## src/rtl/lamp_pkg.sv

```systemverilog
// Shared definitions for the lamp sequencer: phase enumeration, default
// phase durations and the grant validity test.
package lamp_pkg;

  localparam int unsigned DEF_AMBER_CYCLES  = 3;
  localparam int unsigned DEF_ALLRED_CYCLES = 2;

  typedef enum logic [1:0] {
    ST_ALLRED = 2'd0,
    ST_GREEN  = 2'd1,
    ST_AMBER  = 2'd2
  } lamp_state_e;

  // True only when exactly one approach is requested.
  function automatic logic is_onehot(input logic [3:0] v);
    return (v != 4'b0000) && ((v & (v - 4'd1)) == 4'b0000);
  endfunction

endpackage

```

## src/rtl/phase_timer.sv

```systemverilog
// Loadable 8-bit down-counter that holds at zero; load wins over decrement.
module phase_timer #(
  parameter logic [7:0] RESET_VALUE = 8'd0
) (
  input  logic       clk,
  input  logic       rst,
  input  logic       load,
  input  logic [7:0] value,
  input  logic       dec,
  output logic       zero
);

  logic [7:0] count_q;
  logic [7:0] count_d;

  always_comb begin
    count_d = count_q;
    if (load) begin
      count_d = value;
    end else if (dec && (count_q != 8'd0)) begin
      count_d = count_q - 8'd1;
    end
  end

  always_ff @(posedge clk or posedge rst) begin
    if (rst) begin
      count_q <= RESET_VALUE;
    end else begin
      count_q <= count_d;
    end
  end

  assign zero = (count_q == 8'd0);

endmodule

```

## src/rtl/lamp_sequencer.sv

```systemverilog
// Turns a one-hot approach grant into safe lamp patterns: green, then a fixed
// amber stage, then an all-red clearance before the next approach goes green.
module lamp_sequencer
  import lamp_pkg::*;
#(
  parameter int unsigned AMBER_CYCLES  = DEF_AMBER_CYCLES,
  parameter int unsigned ALLRED_CYCLES = DEF_ALLRED_CYCLES
) (
  input  logic       clk,
  input  logic       rst,
  input  logic [4:1] grant,
  output logic [4:1] lamp_red,
  output logic [4:1] lamp_amber,
  output logic [4:1] lamp_green,
  output logic       switching,
  output logic       grant_err
);

  localparam logic [7:0] AMBER_LOAD  = 8'(AMBER_CYCLES - 1);
  localparam logic [7:0] ALLRED_LOAD = 8'(ALLRED_CYCLES - 1);

  lamp_state_e state_q, state_d;
  logic [4:1]  active_q, active_d;
  logic [4:1]  lamp_red_q, lamp_red_d;
  logic [4:1]  lamp_amber_q, lamp_amber_d;
  logic [4:1]  lamp_green_q, lamp_green_d;
  logic        switching_q, switching_d;
  logic        grant_err_q, grant_err_d;

  logic        grant_valid;
  logic        timer_load;
  logic [7:0]  timer_value;
  logic        timer_dec;
  logic        timer_zero;

  phase_timer #(
    .RESET_VALUE(ALLRED_LOAD)
  ) u_timer (
    .clk  (clk),
    .rst  (rst),
    .load (timer_load),
    .value(timer_value),
    .dec  (timer_dec),
    .zero (timer_zero)
  );

  always_comb begin
    grant_valid  = is_onehot(grant);
    grant_err_d  = (grant != 4'b0000) && !grant_valid;
    state_d      = state_q;
    active_d     = active_q;
    timer_load   = 1'b0;
    timer_value  = ALLRED_LOAD;
    timer_dec    = 1'b0;

    case (state_q)
      ST_ALLRED: begin
        if (timer_zero && grant_valid) begin
          state_d  = ST_GREEN;
          active_d = grant;
        end else begin
          timer_dec = 1'b1;
        end
      end
      ST_GREEN: begin
        // Any difference, including an illegal grant, starts the hand-over.
        if (grant != active_q) begin
          state_d     = ST_AMBER;
          timer_load  = 1'b1;
          timer_value = AMBER_LOAD;
        end
      end
      ST_AMBER: begin
        if (!timer_zero) begin
          timer_dec = 1'b1;
        end else begin
          state_d     = ST_ALLRED;
          timer_load  = 1'b1;
          timer_value = ALLRED_LOAD;
        end
      end
      default: begin
        state_d    = ST_ALLRED;
        active_d   = 4'b0000;
        timer_load = 1'b1;
      end
    endcase

    // Lamps are decoded from the next state so they land in flops alongside it.
    lamp_red_d   = 4'b0000;
    lamp_amber_d = 4'b0000;
    lamp_green_d = 4'b0000;
    case (state_d)
      ST_GREEN: begin
        lamp_green_d = active_d;
        lamp_red_d   = ~active_d;
      end
      ST_AMBER: begin
        lamp_amber_d = active_d;
        lamp_red_d   = ~active_d;
      end
      default: begin
        lamp_red_d = 4'b1111;
      end
    endcase
    switching_d = (state_d != ST_GREEN);
  end

  always_ff @(posedge clk or posedge rst) begin
    if (rst) begin
      state_q      <= ST_ALLRED;
      active_q     <= 4'b0000;
      lamp_red_q   <= 4'b1111;
      lamp_amber_q <= 4'b0000;
      lamp_green_q <= 4'b0000;
      switching_q  <= 1'b1;
      grant_err_q  <= 1'b0;
    end else begin
      state_q      <= state_d;
      active_q     <= active_d;
      lamp_red_q   <= lamp_red_d;
      lamp_amber_q <= lamp_amber_d;
      lamp_green_q <= lamp_green_d;
      switching_q  <= switching_d;
      grant_err_q  <= grant_err_d;
    end
  end

  assign lamp_red   = lamp_red_q;
  assign lamp_amber = lamp_amber_q;
  assign lamp_green = lamp_green_q;
  assign switching  = switching_q;
  assign grant_err  = grant_err_q;

endmodule

```

## config.mk

```make
export PLATFORM = sky130hd
export DESIGN_NAME = lamp_sequencer
export DESIGN_NICKNAME = d
export VERILOG_FILES = /design/src/rtl/lamp_pkg.sv /design/src/rtl/phase_timer.sv /design/src/rtl/lamp_sequencer.sv
export SDC_FILE = /design/constraint.sdc
export NUM_CORES = 1
export LEC_CHECK = 0
export BUFFER_PORTS_ARGS = -buffer_cell sky130_fd_sc_hd__buf_2
export CAP_MARGIN = 20
export CORE_MARGIN = 1.5
export CORE_UTILIZATION = 50
export CTS_CLUSTER_DIAMETER = 200
export DETAILED_ROUTE_END_ITERATION = 16
export PLACE_DENSITY = 0.69
export RECOVER_POWER = 25
export SYNTH_ARGS = -nofsm -noshare
export SYNTH_HDL_FRONTEND = slang
export SYNTH_SLANG_ARGS = --single-unit
```

## constraint.sdc

```tcl
create_clock -name clk -period 4.6 [get_ports clk]
set_input_delay 0.23 -clock clk [delete_from_list [all_inputs] [get_ports clk]]
set_output_delay 0.23 -clock clk [all_outputs]
set_load 0.03 [all_outputs]
```

## Yosys cells after proc, flatten, opt, wreduce, memory -nomap -nowiden

Index checks and enable logic that the tools add are counted.

- Word-level logic and storage cells: 50
- Bits in registers: 28
- Output and inout port bits: 14
- Input bits: 6

- Reduce and logical (&&, ||, !) cells: 13
- Mux-type cells: 19
- Equality and inequality tests: 6
- Bitwise logic cells: 2
- Add/subtract/negate cells: 2

Operators by type and width:

| kind | count |
|---|---|
| $mux W4 | 4 |
| $mux W8 | 2 |
| $mux W2 | 5 |
| $logic_not A8 Y1 | 1 |
| $pmux W4 S2 | 1 |
| $reduce_bool A8 Y1 | 1 |
| $sub A8 B1 Y8 const B | 1 |
| $pmux W2 S3 | 1 |
| $and A4 B4 Y4 | 1 |
| $eq A2 B1 Y1 const B | 2 |
| $eq A2 B2 Y1 const B | 2 |
| $logic_and A1 B1 Y1 | 4 |
| $logic_not A4 Y1 | 1 |
| $mux W1 | 4 |
| $ne A4 B4 Y1 | 1 |
| $not A4 Y4 | 1 |
| $reduce_bool A4 Y1 | 1 |
| $reduce_or A2 Y1 | 2 |
| $sub A4 B1 Y4 const B | 1 |
| $pmux W1 S3 | 1 |
| $logic_not A2 Y1 | 1 |
| $ne A2 B1 Y1 const B | 1 |
| $pmux W1 S2 | 1 |
| $reduce_bool A2 Y1 | 1 |
| $logic_not A1 Y1 | 1 |

## Longest topological paths before layout

- Depth in word-level cells: 10
- Mapped depth: 10
- Depth with buffers taken out: 9

## By module

Synthesis repeated with hierarchy kept, for this count alone.

- Cells, all modules: 170
- Area total of the unflattened synthesis: 1696.6 µm²

By module, submodules not included:

| module | cells an instance | sequential area each (µm²) | area an instance (µm²) | instances |
|---|---|---|---|---|
| lamp_sequencer | 117 | 506.7 | 1199.9 | 1 |
| phase_timer | 53 | 201.4 | 496.7 | 1 |

## Worst setup path before layout

OpenSTA, ideal clock, no wires.

- Kind: register -> register
- Start: reg u_timer.count_q[0]
- End: reg lamp_red_q, in the netlist lamp_red[3]
- Stages on the path, launching flop included: 9
- Buffers on the path: 0
- Arrival time: 2293 ps
- Setup time: 84 ps
- Slack: 2224 ps
- Path through: dfstp_2 > inv_1 > ha_1 > nor3b_2 > a21oi_1 > a211oi_1 > or3_1 > ha_1 > a311o_1

- Cells in the longest elaborated chain, start to end: 7

RTL lines:

| element | line | source |
|---|---|---|
| from (decl) | phase_timer.sv:13 | `logic [7:0] count_q;` |
| from (signal assigned) | phase_timer.sv:29 | `count_q <= count_d;` |
| $logic_not A8 Y1 (*) | phase_timer.sv:33 | `assign zero = (count_q == 8'd0);` |
| $logic_and A1 B1 Y1 | lamp_sequencer.sv:58 | `if (timer_zero && grant_valid) begin` |
| $mux W2 | lamp_sequencer.sv:58 |  |
| $pmux W2 S3 | lamp_sequencer.sv:56 | `case (state_q)` |
| $eq A2 B2 Y1 or $eq A2 B1 Y1 (tied branches) | lamp_sequencer.sv:93 | `case (state_d)` |
| $reduce_or A2 Y1 (no line) | - |  |
| $mux W4 (*) | - |  |
| named net lamp_red_d, one bit | lamp_sequencer.sv:24 | `logic [4:1] lamp_red_q, lamp_red_d;` |
| to (signal assigned) | lamp_sequencer.sv:121 | `lamp_red_q <= lamp_red_d;` |
| to (decl) | lamp_sequencer.sv:24 |  |

Mark *: on every way through the listed nets, which the timed path passes. The rest lies on a longest branch.
A chain may end at the register's enable or synchronous reset.

## Worst setup path after layout

- Start: reg u_timer.count_q[1]
- End: reg lamp_red_q, in the netlist lamp_red[3]

- Cells in the longest elaborated chain, start to end: 7

RTL lines:

| element | line | source |
|---|---|---|
| $logic_not A8 Y1 (*) | phase_timer.sv:33 |  |
| $logic_and A1 B1 Y1 | lamp_sequencer.sv:58 |  |
| $mux W2 | lamp_sequencer.sv:58 |  |
| $pmux W2 S3 (*) | lamp_sequencer.sv:56 |  |
| named net state_d[0] | lamp_sequencer.sv:22 | `lamp_state_e state_q, state_d;` |
| $eq A2 B2 Y1 or $eq A2 B1 Y1 (tied branches) | lamp_sequencer.sv:93 |  |
| $reduce_or A2 Y1 (no line) (*) | - |  |
| $mux W4 (*) | - |  |
| named net lamp_red_d, one bit | lamp_sequencer.sv:24 |  |

Marks and branches as above.

==> flow_summary_export.csv <==
group,metric,value,unit
place,pre_cts_ws,2.00,ns
sta,hold_viol_final,0,
pwr,ir_worst_vdd,0.000283,V
finish,multi_input_area,732,um^2
detailed_routing,vias_per_cell,6.20,
synthesis,synth_adder_area_share,0.0634,
sta,skew,0.00445,ns
finish,drive_gt1_frac,0.231,
clock_tree,worstSkewPairLatency,0.33,ns
finish,seqCellArea,708,um^2
sta,tns,0,ns
detailed_routing,wl_per_cell,15.8,um
synthesis,synth_simple_gate_area_frac,0.153,
place,routabilityCongestion,0.902,
worst_setup_path,crit_path_end_kind,"flip-flop",
finish,stdcell_count,187,
sta,clock.fmax,0.370,GHz
floorplanning,initial_core_util,0.544,
finish,fillers,243,
synthesis,yosysTopAreaCell,"dfrtp_1",
clock_tree,htreeDepth,1,
detailed_routing,first_iter_violations,32,
finish,synthToLayoutAreaGrowth,8.21,%
grt,grt_pass1_wl,5150,um
grt,grt_overflow_total,0,
grt,antenna_found_initial,0,
clock_tree,cts_made_buffers,3,
clock_tree,cts.sinks,28,
detailed_routing,dr.pass1.iters,4,
grt,grt_pass1_vias,1141,
synthesis,syn_nets,150,
pwr,p_leak,0.720,nW
clock_tree,cts_root_buf,"clkbuf_4",
detailed_routing,wirelength,2950,um
floorplanning,die_w,58.5,um
floorplanning,io_pins,20,
sta,max_slew_margin,0.522,
sta,finalMaxSlewViolations,0,
floorplanning,core,2830,um^2
synthesis,yosys_warnings,0,
worst_setup_path,crit_type,"reg -> reg",
detailed_routing,drc_errors,0,
synthesis,synth_top_family_by_area,"compound AO/OA/AOI/OAI gates",
synthesis,yosys-top-cells-area,"dfrtp_1 (36%), dfstp_2 (10%), ha_1 (5.7%)",
finish,final_cell_mix,"dfrtp_1 (22), buf_2 (18), a21oi_1 (11), nor2_1 (10)",
sta,rsz0062_at_grt,"no",
sta,worst_slew_pin_slew,0.717,ns
place,detailed_place_hpwl,2120,um
clock_tree,cts_tree,"yes",
floorplanning,fp.dieH,58.5,um
detailed_routing,ant_nets,0,
finish,n_antenna_cell,0,
pwr,power_density,590,nW/um^2
worst_setup_path,start_kind,"flip-flop",
floorplanning,die_area,3420,um^2
worst_setup_path,critPathRequiredTime,4.87,ns
worst_hold_path,hp-class,"in -> reg",
synthesis,syn_area,1540,um^2
synthesis,synth_cell_type_count,44,
worst_setup_path,crit_arrival,2.98,ns
sta,finalCritPeriodShare,0.588,
sta,worst_slack,1.89,ns
synthesis,ys_ff_latch,28,
synthesis,synth_seq_area_share,0.460,
synthesis,syn_inst,137,
finish,finalCoreUtilization,0.589,
synthesis,synthFlopType,"dfrtp_1",
worst_setup_path,worstPathMaxFanout,10,
synthesis,synthArstFlopShare,1.00,
detailed_routing,vias,1160,
clock_tree,clk_path_buf_depth,2,
run,max-cap-violations,0,
worst_setup_path,ff2ff_setup_slack,1.89,ns
run_status,status,"finished, final reports clean",
synthesis,synth_top_area_frac,0.358,
place,place_inst,181,
synthesis,syn_avg_cell_area,11.2,um^2
synthesis,synth_compound_area_frac,0.183,
synthesis,synthMuxAreaShare,0.0195,
finish,fin_nets,170,
sta,setup_viol,0,
synthesis,synth-edff-count,0,
synthesis,synth_xor_xnor_area_share,0.0569,
sta,period_needed,2.71,ns
grt,grt_start_max_net_pins,29,
clock_tree,path_clk_slew,0.15,ns
place,io_buffers,19,
grt,track_usage,0.200,
finish,final_common_cell,"dfrtp_1",
floorplanning,num_rows,19,
==> flip-flops by register name, summed over array words and instances (netlist names) <==
register,count
lamp_amber,4
active_q,4
switching,1
grant_err,1
lamp_red,4
lamp_green,4
state_q,2
u_timer.count_q,8
==> final timing paths <==
kind	from	endpoint	cells after the start
max reg2reg	u_timer.count_q[1]	lamp_red[3]	8
max in group asynchronous	rst	state_q[1]	4
max	u_timer.count_q[1]	lamp_red[3]	8
min reg2reg	u_timer.count_q[0]	u_timer.count_q[0]	2
min	grant[1]	grant_err	3
min in group asynchronous	rst	lamp_amber[3]	3
==> cells by family (layout without fill, tap and decap cells) <==
kind of cell,count (synthesis),count (layout)
multiplexers,3,3
flip-flops,28,28
adder cells (fa/ha/maj),8,8
buffers and inverters,13,32
XOR/XNOR,10,10
AND/OR/NAND/NOR,38,38
AO/OA/AOI/OAI,37,37
==> per-stage QoR <==
step	hold slack (ns)	cell area, um^2	total power [mW]
finish	0.232	1670	0.982
detailed placement	0.522	1600	0.816
floorplan	0.291	1540	0.735
CTS	0.142	1650	0.982
global route	0.253	1670	1.06
global placement	0.505	1600	0.803
==> synth_stat cells, types with 4 or more instances <==
master / instances
inv_1: 7
a31oi_1: 4
nor3_1: 5
dfstp_2: 6
a21oi_1: 11
nor2_1: 10
o211ai_1: 4
ha_1: 7
nand2_1: 5
xor2_1: 4
xnor2_1: 6
dfrtp_1: 22
==> worst max-delay path: stages (launching register included) <==
cell and delay, ns:
dfrtp_1 0.41, inv_1 0.08, ha_1 0.17, nor3b_2 0.50, nand2_1 0.27, a221oi_1 0.41, nor3_1 0.11, ha_1 0.37
a311o_1 0.34
==> layer usage <==
| metal | part of all wire | wire, um | global-route usage |
|---|---|---|---|
| met5 | 0 | 0 | 0 |
| met4 | 0.027 | 80 | 0.0864 |
| met3 | 0.035 | 102 | 0.0286 |
| met2 | 0.50 | 1470 | 0.355 |
| met1 | 0.44 | 1300 | 0.240 |
==> report_power, final <==
group | leakage (nW) | total [mW] | switching [mW] | internal, mW
clock network | 0.0279 | 0.159 | 0.0710 | 0.0881
logic | 0.336 | 0.446 | 0.271 | 0.174
registers | 0.356 | 0.377 | 0.0557 | 0.321
total | 0.720 | 0.982 | 0.398 | 0.584
==> final cells by class <==
cell class / instances / area share
Sequential cell: 28 / 0.425
Inverter: 7 / 0.0158
Timing Repair Buffer: 21 / 0.0646
Clock buffer: 3 / 0.0135
Clock inverter: 1 / 0.0180
Multi-Input combinational cell: 96 / 0.440
Tap cell: 31 / 0.0233
==> what timing repair did <==
item,4_1_cts,5_1_grt
setup buffers,0,0
hold buffers,0,1
hold endpoints to repair,0,12
gates resized for setup,0,0
Note: power is estimated with default switching activity, not from simulation.
